**config.mk**
```make
export PLATFORM = sky130hd
export DESIGN_NAME = uart_rx_flat
export DESIGN_NICKNAME = d
export VERILOG_FILES = /design/src/rtl/uart_rx_if.sv /design/src/rtl/uart_rx.sv /design/src/flat_wrapper.sv
export SDC_FILE = /design/constraint.sdc
export NUM_CORES = 1
export LEC_CHECK = 0
export ABC_CLOCK_PERIOD_IN_PS = 6830
export BUFFER_PORTS_ARGS = -buffer_cell sky130_fd_sc_hd__buf_2
export CORE_ASPECT_RATIO = 0.75
export CORE_MARGIN = 1.5
export CORE_UTILIZATION = 40
export CTS_BUF_LIST = sky130_fd_sc_hd__clkbuf_8
export CTS_CLUSTER_DIAMETER = 100
export DETAILED_ROUTE_END_ITERATION = 6
export GPL_TIMING_DRIVEN = 0
export SKIP_LAST_GASP = 1
export SLEW_MARGIN = 10
export SYNTH_ARGS = -nofsm -noshare
export SYNTH_HDL_FRONTEND = slang
export SYNTH_SLANG_ARGS = --single-unit
```
**constraint.sdc**
```tcl
create_clock -name clock -period 6.83 [get_ports clock]
set_input_delay 2.049 -clock clock [delete_from_list [all_inputs] [get_ports clock]]
set_output_delay 2.049 -clock clock [all_outputs]
set_load 0.02 [all_outputs]
```
**src/rtl/uart_rx_if.sv**
```systemverilog
// Serial receive link: the Rx line in, received byte and status out.
// The receiver binds to the slave modport; whoever drives the line binds to master.
interface uart_rx_if;
  logic       Rx;
  logic [7:0] Data_received;
  logic       Rx_Done;
  logic       Parity_Error;
  logic       Rx_Busy;

  modport master (
    output Rx,
    input  Data_received, Rx_Done, Parity_Error, Rx_Busy
  );

  modport slave (
    input  Rx,
    output Data_received, Rx_Done, Parity_Error, Rx_Busy
  );
endinterface

```
**src/rtl/uart_rx.sv**
```systemverilog
// UART receiver: start bit, 8 data bits LSB-first, even parity, no stop bit.
// Optional UART_RX_MAJORITY_EN: 2-of-3 vote over the last three synchronized samples.
module uart_rx #(
  parameter int unsigned CLKS_PER_BIT = 217
) (
  input  logic     clock,
  input  logic     reset_n,
  uart_rx_if.slave rx_if
);

  localparam logic [15:0] HALF_M1  = 16'(CLKS_PER_BIT / 2 - 1);
  localparam logic [15:0] BIT_LAST = 16'(CLKS_PER_BIT - 1);

  typedef enum logic [1:0] {IDLE, START, DATA, PARITY} state_t;

  state_t      state_q, state_d;
  logic        sync1, sync2, prev, fall_q, line;
  logic [15:0] cnt;
  logic [2:0]  idx;
  logic [7:0]  shift;
  logic [7:0]  data_q;
  logic        perr_q, done_q;
  logic        cnt_zero, ld_half, ld_bit, take_bit, finish, busy;

  // Falling edge is registered once more so START is entered on the third edge
  // after the low level reaches sync1, which fixes every later sample point.
  always_ff @(posedge clock or negedge reset_n) begin
    if (!reset_n) begin
      sync1  <= 1'b0;
      sync2  <= 1'b0;
      prev   <= 1'b0;
      fall_q <= 1'b0;
    end else begin
      sync1  <= rx_if.Rx;
      sync2  <= sync1;
      prev   <= sync2;
      fall_q <= prev & ~sync2;
    end
  end

`ifdef UART_RX_MAJORITY_EN
  logic prev2;

  function automatic logic maj3(input logic a, input logic b, input logic c);
    return (a & b) | (a & c) | (b & c);
  endfunction

  always_ff @(posedge clock or negedge reset_n) begin
    if (!reset_n) prev2 <= 1'b0;
    else          prev2 <= prev;
  end

  assign line = maj3(sync2, prev, prev2);
`else
  assign line = sync2;
`endif

  assign cnt_zero = (cnt == 16'd0);

  always_ff @(posedge clock or negedge reset_n) begin
    if (!reset_n) state_q <= IDLE;
    else          state_q <= state_d;
  end

  always_comb begin
    state_d = state_q;
    case (state_q)
      IDLE:   if (fall_q)                    state_d = START;
      START:  if (cnt_zero)                  state_d = line ? IDLE : DATA;
      DATA:   if (cnt_zero && idx == 3'd7)   state_d = PARITY;
      PARITY: if (cnt_zero)                  state_d = IDLE;
      default:                               state_d = IDLE;
    endcase
  end

  always_comb begin
    ld_half  = 1'b0;
    ld_bit   = 1'b0;
    take_bit = 1'b0;
    finish   = 1'b0;
    busy     = (state_q != IDLE);
    case (state_q)
      IDLE:   ld_half  = fall_q;
      START:  ld_bit   = cnt_zero & ~line;
      DATA:   take_bit = cnt_zero;
      PARITY: finish   = cnt_zero;
      default: ;
    endcase
  end

  always_ff @(posedge clock or negedge reset_n) begin
    if (!reset_n) begin
      cnt    <= 16'd0;
      idx    <= 3'd0;
      data_q <= 8'h00;
      perr_q <= 1'b0;
      done_q <= 1'b0;
    end else begin
      done_q <= finish;
      if (ld_half)
        cnt <= HALF_M1;
      else if (state_q != IDLE)
        cnt <= cnt_zero ? BIT_LAST : cnt - 16'd1;
      if (ld_bit)
        idx <= 3'd0;
      else if (take_bit)
        idx <= idx + 3'd1;
      if (finish) begin
        data_q <= shift;
        perr_q <= line ^ (^shift);
      end
    end
  end

  always_ff @(posedge clock) begin
    if (take_bit) shift[idx] <= line;
  end

  assign rx_if.Data_received = data_q;
  assign rx_if.Parity_Error  = perr_q;
  assign rx_if.Rx_Done       = done_q;
  assign rx_if.Rx_Busy       = busy;

endmodule
```
**src/flat_wrapper.sv**
```systemverilog
// flat-port wrapper written by rule: the top's interface ports become plain ports
module uart_rx_flat 
#(
  parameter int unsigned CLKS_PER_BIT = 217
)
  (clock, reset_n, rx_if_Rx, rx_if_Data_received, rx_if_Rx_Done, rx_if_Parity_Error, rx_if_Rx_Busy);
  uart_rx_if rx_if_i ();
  input  logic clock;
  input  logic reset_n;
  input wire logic [$bits(rx_if_i.Rx)-1:0] rx_if_Rx;
  output wire logic [$bits(rx_if_i.Data_received)-1:0] rx_if_Data_received;
  output wire logic [$bits(rx_if_i.Rx_Done)-1:0] rx_if_Rx_Done;
  output wire logic [$bits(rx_if_i.Parity_Error)-1:0] rx_if_Parity_Error;
  output wire logic [$bits(rx_if_i.Rx_Busy)-1:0] rx_if_Rx_Busy;
  assign rx_if_i.Rx = rx_if_Rx;
  assign rx_if_Data_received = rx_if_i.Data_received;
  assign rx_if_Rx_Done = rx_if_i.Rx_Done;
  assign rx_if_Parity_Error = rx_if_i.Parity_Error;
  assign rx_if_Rx_Busy = rx_if_i.Rx_Busy;
  uart_rx #(.CLKS_PER_BIT(CLKS_PER_BIT)) u_core (.clock(clock), .reset_n(reset_n), .rx_if(rx_if_i));
endmodule
```
==> Word level (Yosys, flattened, before mapping) <==
Cells that the tools add are included.
{ "classes": {"bitwise": 4, "n_eq_ne": 8, "n_reduce_logical": 9, "order_cmp": 2, "n_addsub": 2, "mux": 18} }
{ "op_table": {"columns": ["op", "count"], "rows": [
  ["two-way mux 16 bit", 3],
  ["logical NOT 16 bit", 1],
  ["subtractor 16 x 1 -> 16 bit (second input constant)", 1],
  ["two-way mux 2 bit", 5],
  ["bitwise mux 8 bit", 1],
  ["!= test 2 x 1 -> 1 bit (second input constant)", 4],
  ["one-hot mux 2 bit (4 select lines)", 1],
  ["XOR reduction 8 bit", 1],
  ["two-way mux 3 bit", 2],
  ["nonzero test 2 bit", 3],
  ["two-way mux 1 bit", 5],
  ["equality test 2 bit (second input constant)", 2],
  ["< comparator 3 x 4 -> 1 bit (second input constant)", 1],
  ["AND reduction 4 bit", 1],
  ["adder 3 x 1 -> 3 bit (second input constant)", 1],
  ["demux 1 bit (select 3 bit)", 1],
  ["equality test 3 bit (second input constant)", 1],
  ["greater-or-equal comparator 3 x 1 -> 1 bit (second input constant)", 1],
  ["AND 1 bit", 2],
  ["equality test 2 x 1 -> 1 bit (second input constant)", 1],
  ["logical AND 1 bit", 2],
  ["logical NOT 2 bit", 1],
  ["inverter 1 bit", 1],
  ["bitwise XOR 1 bit", 1]
]} }
{ "word_totals": {"register_bits": 43, "output_inout_bits": 11, "input_bits": 3} }

==> Longest topological paths before layout <==
{ "depth": {"ltp_word": 5, "depth_mapped": 9} }

==> Worst setup path before layout <==
Ideal clock, no wire load.
{ "synth_timing": {"path_type": "reg-to-output", "start": "register u_core.state_q[0]", "end": "output rx_if_Rx_Busy", "required_time_ps": 4781, "path_slack_ps": 3766, "t_arrival_ps": 1015, "stages_incl_launch_ff": 4, "cell_sequence": "dfrtp_1 clkbuf_1 nor2_1 inv_1"} }
{ "synth_between": {"elab_chain_cells": 1} }
{ "synth_lines": {"columns": ["element", "line_no", "source"], "rows": [
  ["start: declaration", "uart_rx.sv:16", "state_t state_q, state_d;"],
  ["start signal: assignment", "uart_rx.sv:62", "else state_q <= state_d;"],
  ["nonzero test 2 bit", "uart_rx.sv:81", "busy = (state_q != IDLE);"],
  ["end: declaration", "flat_wrapper.sv:14", "output wire logic [$bits(rx_if_i.Rx_Busy)-1:0] rx_if_Rx_Busy;"]
]} }
Every way passes these cells.

==> Worst setup path after layout <==
Same ends and word-level chain as after synthesis.

==> reports/results.ini <==
[die]
floorplan.die.width_um=85.50
num_rows=22
initial_core_util_pct=41.68
core-area_mm2=0.004900
die_area_mm2=0.005547
top_level_pins=14
die_h_um=64.88

[timing]
final_period_minus_worst_setup_slack_ns=3.710
setup_viol_count_final=0
timing_hold_violations_final=0
timing.setup.tns_ns=0
finClkSkew_ns=0.008127
final_max_slew_viol_count=0
clock.fmax_mhz=269.6
fin_crit_sh_pct=54.32
final_hold_slack_ns=0.3526
slew_headroom_pct=48.99
grt_setup_unrepaired=false
max_slew.worst_pin.slew_ns=0.7652
layout_setup_ws_ns=3.120

[power_and_ir_drop]
switching_part_of_the_total_power_pct=31.72
seq_power_share_pct=49.0
cellLeakagePower_nw=0.9642
p_comb_share_pct=23.9
p_int_mw=0.4839
vdd_ir_drop_max_uv=100.7
power_frac_clock_pct=27.1
power_density_mw_per_mm2=309.5
power.net_switching_mw=0.2248

[route]
detail_route.first_pass.iterations=6
route.detailed.wl_per_inst_um=13.88
route.layer.met1.wl_um=2023
drc_errors=1
wl_met2_um=1563
postRouteWirelength_um=3789
dr_total_vias=1427
ant_nets=0
routed.top_layer=met4
initialDrtViolationCount=76
routed_via_density=5.227
met3_wire_len_um=171

[clock_network]
holdBufCountCts=0
cts.repair_timing.setup_buffer_count=0
cts_buffers=5
clock_tree.root_cell=clkbuf_8
clock_pin_slew_on_the_worst_setup_and_hold_paths_ns=0.08
cts-resized-gates=0
cts.sink_count=43
clk-insertion-delay-late_ns=0.29
max-clock-path-buffers=2
htreeDepth=2
tritoncts=yes

[cells_and_area]
antenna_cells_inserted=0
final_cell_mix=dfrtp_1 (35), nor2_1 (26), o21ai_0 (21), nand2_1 (13), buf_2 (13)
num-nets-final=219
post_route_cells_drive_above_1_share_pct=16.90
finish.cell_count_without_fillers=273
layout.cells.most_common=dfrtp_1
fin_area_mm2=0.002290
areaGrowthSynthToFinish_pct=12.13
num-fill-cells=475

[critical_path]
startpoint_type=flop
timing.reg2reg.setup_slack_ns=4.23
critical_path.reg2reg.endpoint=u_core.shift[1]
crit_type=flop to output port
end_kind=output port
worstRegToRegCells=8
cp_max_fanout=9
critPathArrivalTime_ns=1.66
worstPathRequired_ns=4.78
crit-reg2reg-launch=u_core.cnt[0]

[logic_synthesis]
syn-mean-instance-area_um2=10.64
post_synth_mux_area_share_pct=4.963
post_synthesis_share_of_cell_area_spent_on_full_adders_half_adders_and_majority_gates_pct=2.451
yosysUniqueCellTypes=35
synthArstFlopShare_pct=81.40
synth-edff-count=8
synth_compound_area_share_pct=11.34
warning_count_from_the_yosys_run=0
syn_inst=192
netlist_area_mm2=0.002042
synth_simple_gate_area_share_pct=19.30
ys.flop_type=dfrtp_1
synth_top_family_by_area=simple AND/OR/NAND/NOR gates
synth-seq-cells=43
share_of_the_synthesized_netlist_area_taken_by_xor_and_xnor_gates_pct=4.718
synth_top_cell_by_area=dfrtp_1
netlist_top_cells_area=dfrtp_1 (43%), edfxtp_1 (12%), o21ai_0 (5.1%)
yosysSeqAreaShare_pct=54.66
syn-num-nets=199
yosys.area.top_type_share_pct=42.89

[place]
preCtsSetupSlack_ns=3.458
placer_s_final_routability_congestion_estimate=0.7969
place_area_mm2=0.002182
hpwlAfterDp_um=2617
placed_cells=265
numPortBuffers=13

[global_routing]
grt_first_pass_wirelength_um=6237
grt_start_max_net_pins=36
globalRoute.totalOverflow=0
grt_usage_pct=14.77
vias_in_the_first_global_route=1248
number_of_antenna_violations_at_the_first_check_in_global_routing=0

[worst_hold_path]
timing.hold.worst_path_depth=0
min_to=u_core.line
startpoint_of_the_worst_hold_path=u_core.sync1
hp-class=flop to flop

[flow_run]
cap_violations=0

[outcome]
status=finished with violations
failing_checks=DRC

-- cells by family after synthesis --
family,after synthesis
XOR/XNOR,11
adder cells (fa/ha/maj),4
buffers and inverters,10
AND/OR/NAND/NOR,74
AO/OA/AOI/OAI,41
multiplexers,9
flip-flops,43
-- power by group through the flow --
stage	combinational, mW	clock [mW]	sequential, mW
final	0.169	0.192	0.347
after global routing	0.194	0.208	0.354
after CTS	0.169	0.198	0.347
after detailed placement	0.170	0	0.351
after global placement	0.166	0	0.351
after floorplan	0.137	0	0.343
-- how the worst max path moves through the flow --
stage	from	end	slack (ns)
6_report	u_core.state_q[0]	rx_if_Rx_Busy	3.12
5_1_grt	u_core.state_q[0]	rx_if_Rx_Busy	2.97
4_1_cts	u_core.state_q[0]	rx_if_Rx_Busy	3.12
3_5_place_dp	u_core.state_q[0]	rx_if_Rx_Busy	3.46
3_3_place_gp	u_core.state_q[0]	rx_if_Rx_Busy	3.43
2_1_floorplan	u_core.state_q[0]	rx_if_Rx_Busy	3.77
-- synthesized netlist by cell type, drive strengths merged, types with 2 or more instances --
| master | n |
|---|---|
| dfrtp | 35 |
| nor2 | 26 |
| o21ai | 21 |
| nand2 | 13 |
| nor3 | 10 |
| a21oi | 9 |
| mux2 | 9 |
| edfxtp | 8 |
| xnor2 | 7 |
| nand3 | 5 |
| clkbuf | 4 |
| ha | 4 |
| inv | 4 |
| xor2 | 4 |
| a211oi | 3 |
| nand2b | 3 |
| nor2b | 3 |
| o22ai | 3 |
| or3 | 3 |
| or4 | 3 |
| and3 | 2 |
| buf | 2 |
| nand3b | 2 |
| nor4 | 2 |
-- per-layer routing --
metal / vias up / track usage (%)
met5: - / 0
met4: 0 / 5.444
li1: 725 / -
met2: 30 / 20.18
met1: 670 / 22.43
met3: 2 / 3.567
-- critical path, stage by stage (launching register included) --
cell      delay, ns
dfrtp_1        0.37
clkbuf_1       0.21
nor2_1         0.40
inv_1          0.18
buf_2          0.20
-- metrics by stage --
stage               total power [mW]  utilization, %
global route                  0.7561           46.73
floorplan                     0.4791               -
global placement              0.5171           44.54
detailed placement            0.5208           44.54
finish                        0.7087           46.73
CTS                           0.7139           46.73
-- final cells by class --
cell class | instances | area [um^2] | share of cell area [%]
plain buffers | 6 | 37.54 | 1.639
multi-input cells | 139 | 873.3 | 38.14
inverters | 4 | 15.01 | 0.6557
clock buffers | 5 | 68.82 | 3.005
repair buffers | 13 | 65.06 | 2.842
well taps | 60 | 75.07 | 3.279
flip-flops and latches | 43 | 1116 | 48.74
clock inverters | 3 | 38.79 | 1.694
-- registers in the layout, summed over array words and instances, names as in the netlist, named ones only --
signal / flops
u_core.state_q: 1
u_core.shift: 8
u_core.rx_if.Data_received: 8
u_core.line: 1
u_core.rx_if.Parity_Error: 1
u_core.sync1: 1
u_core.prev: 1
u_core.idx: 3
u_core.fall_q: 1
u_core.rx_if.Rx_Done: 1
u_core.cnt: 16
Power figures use the tool's default switching activity.
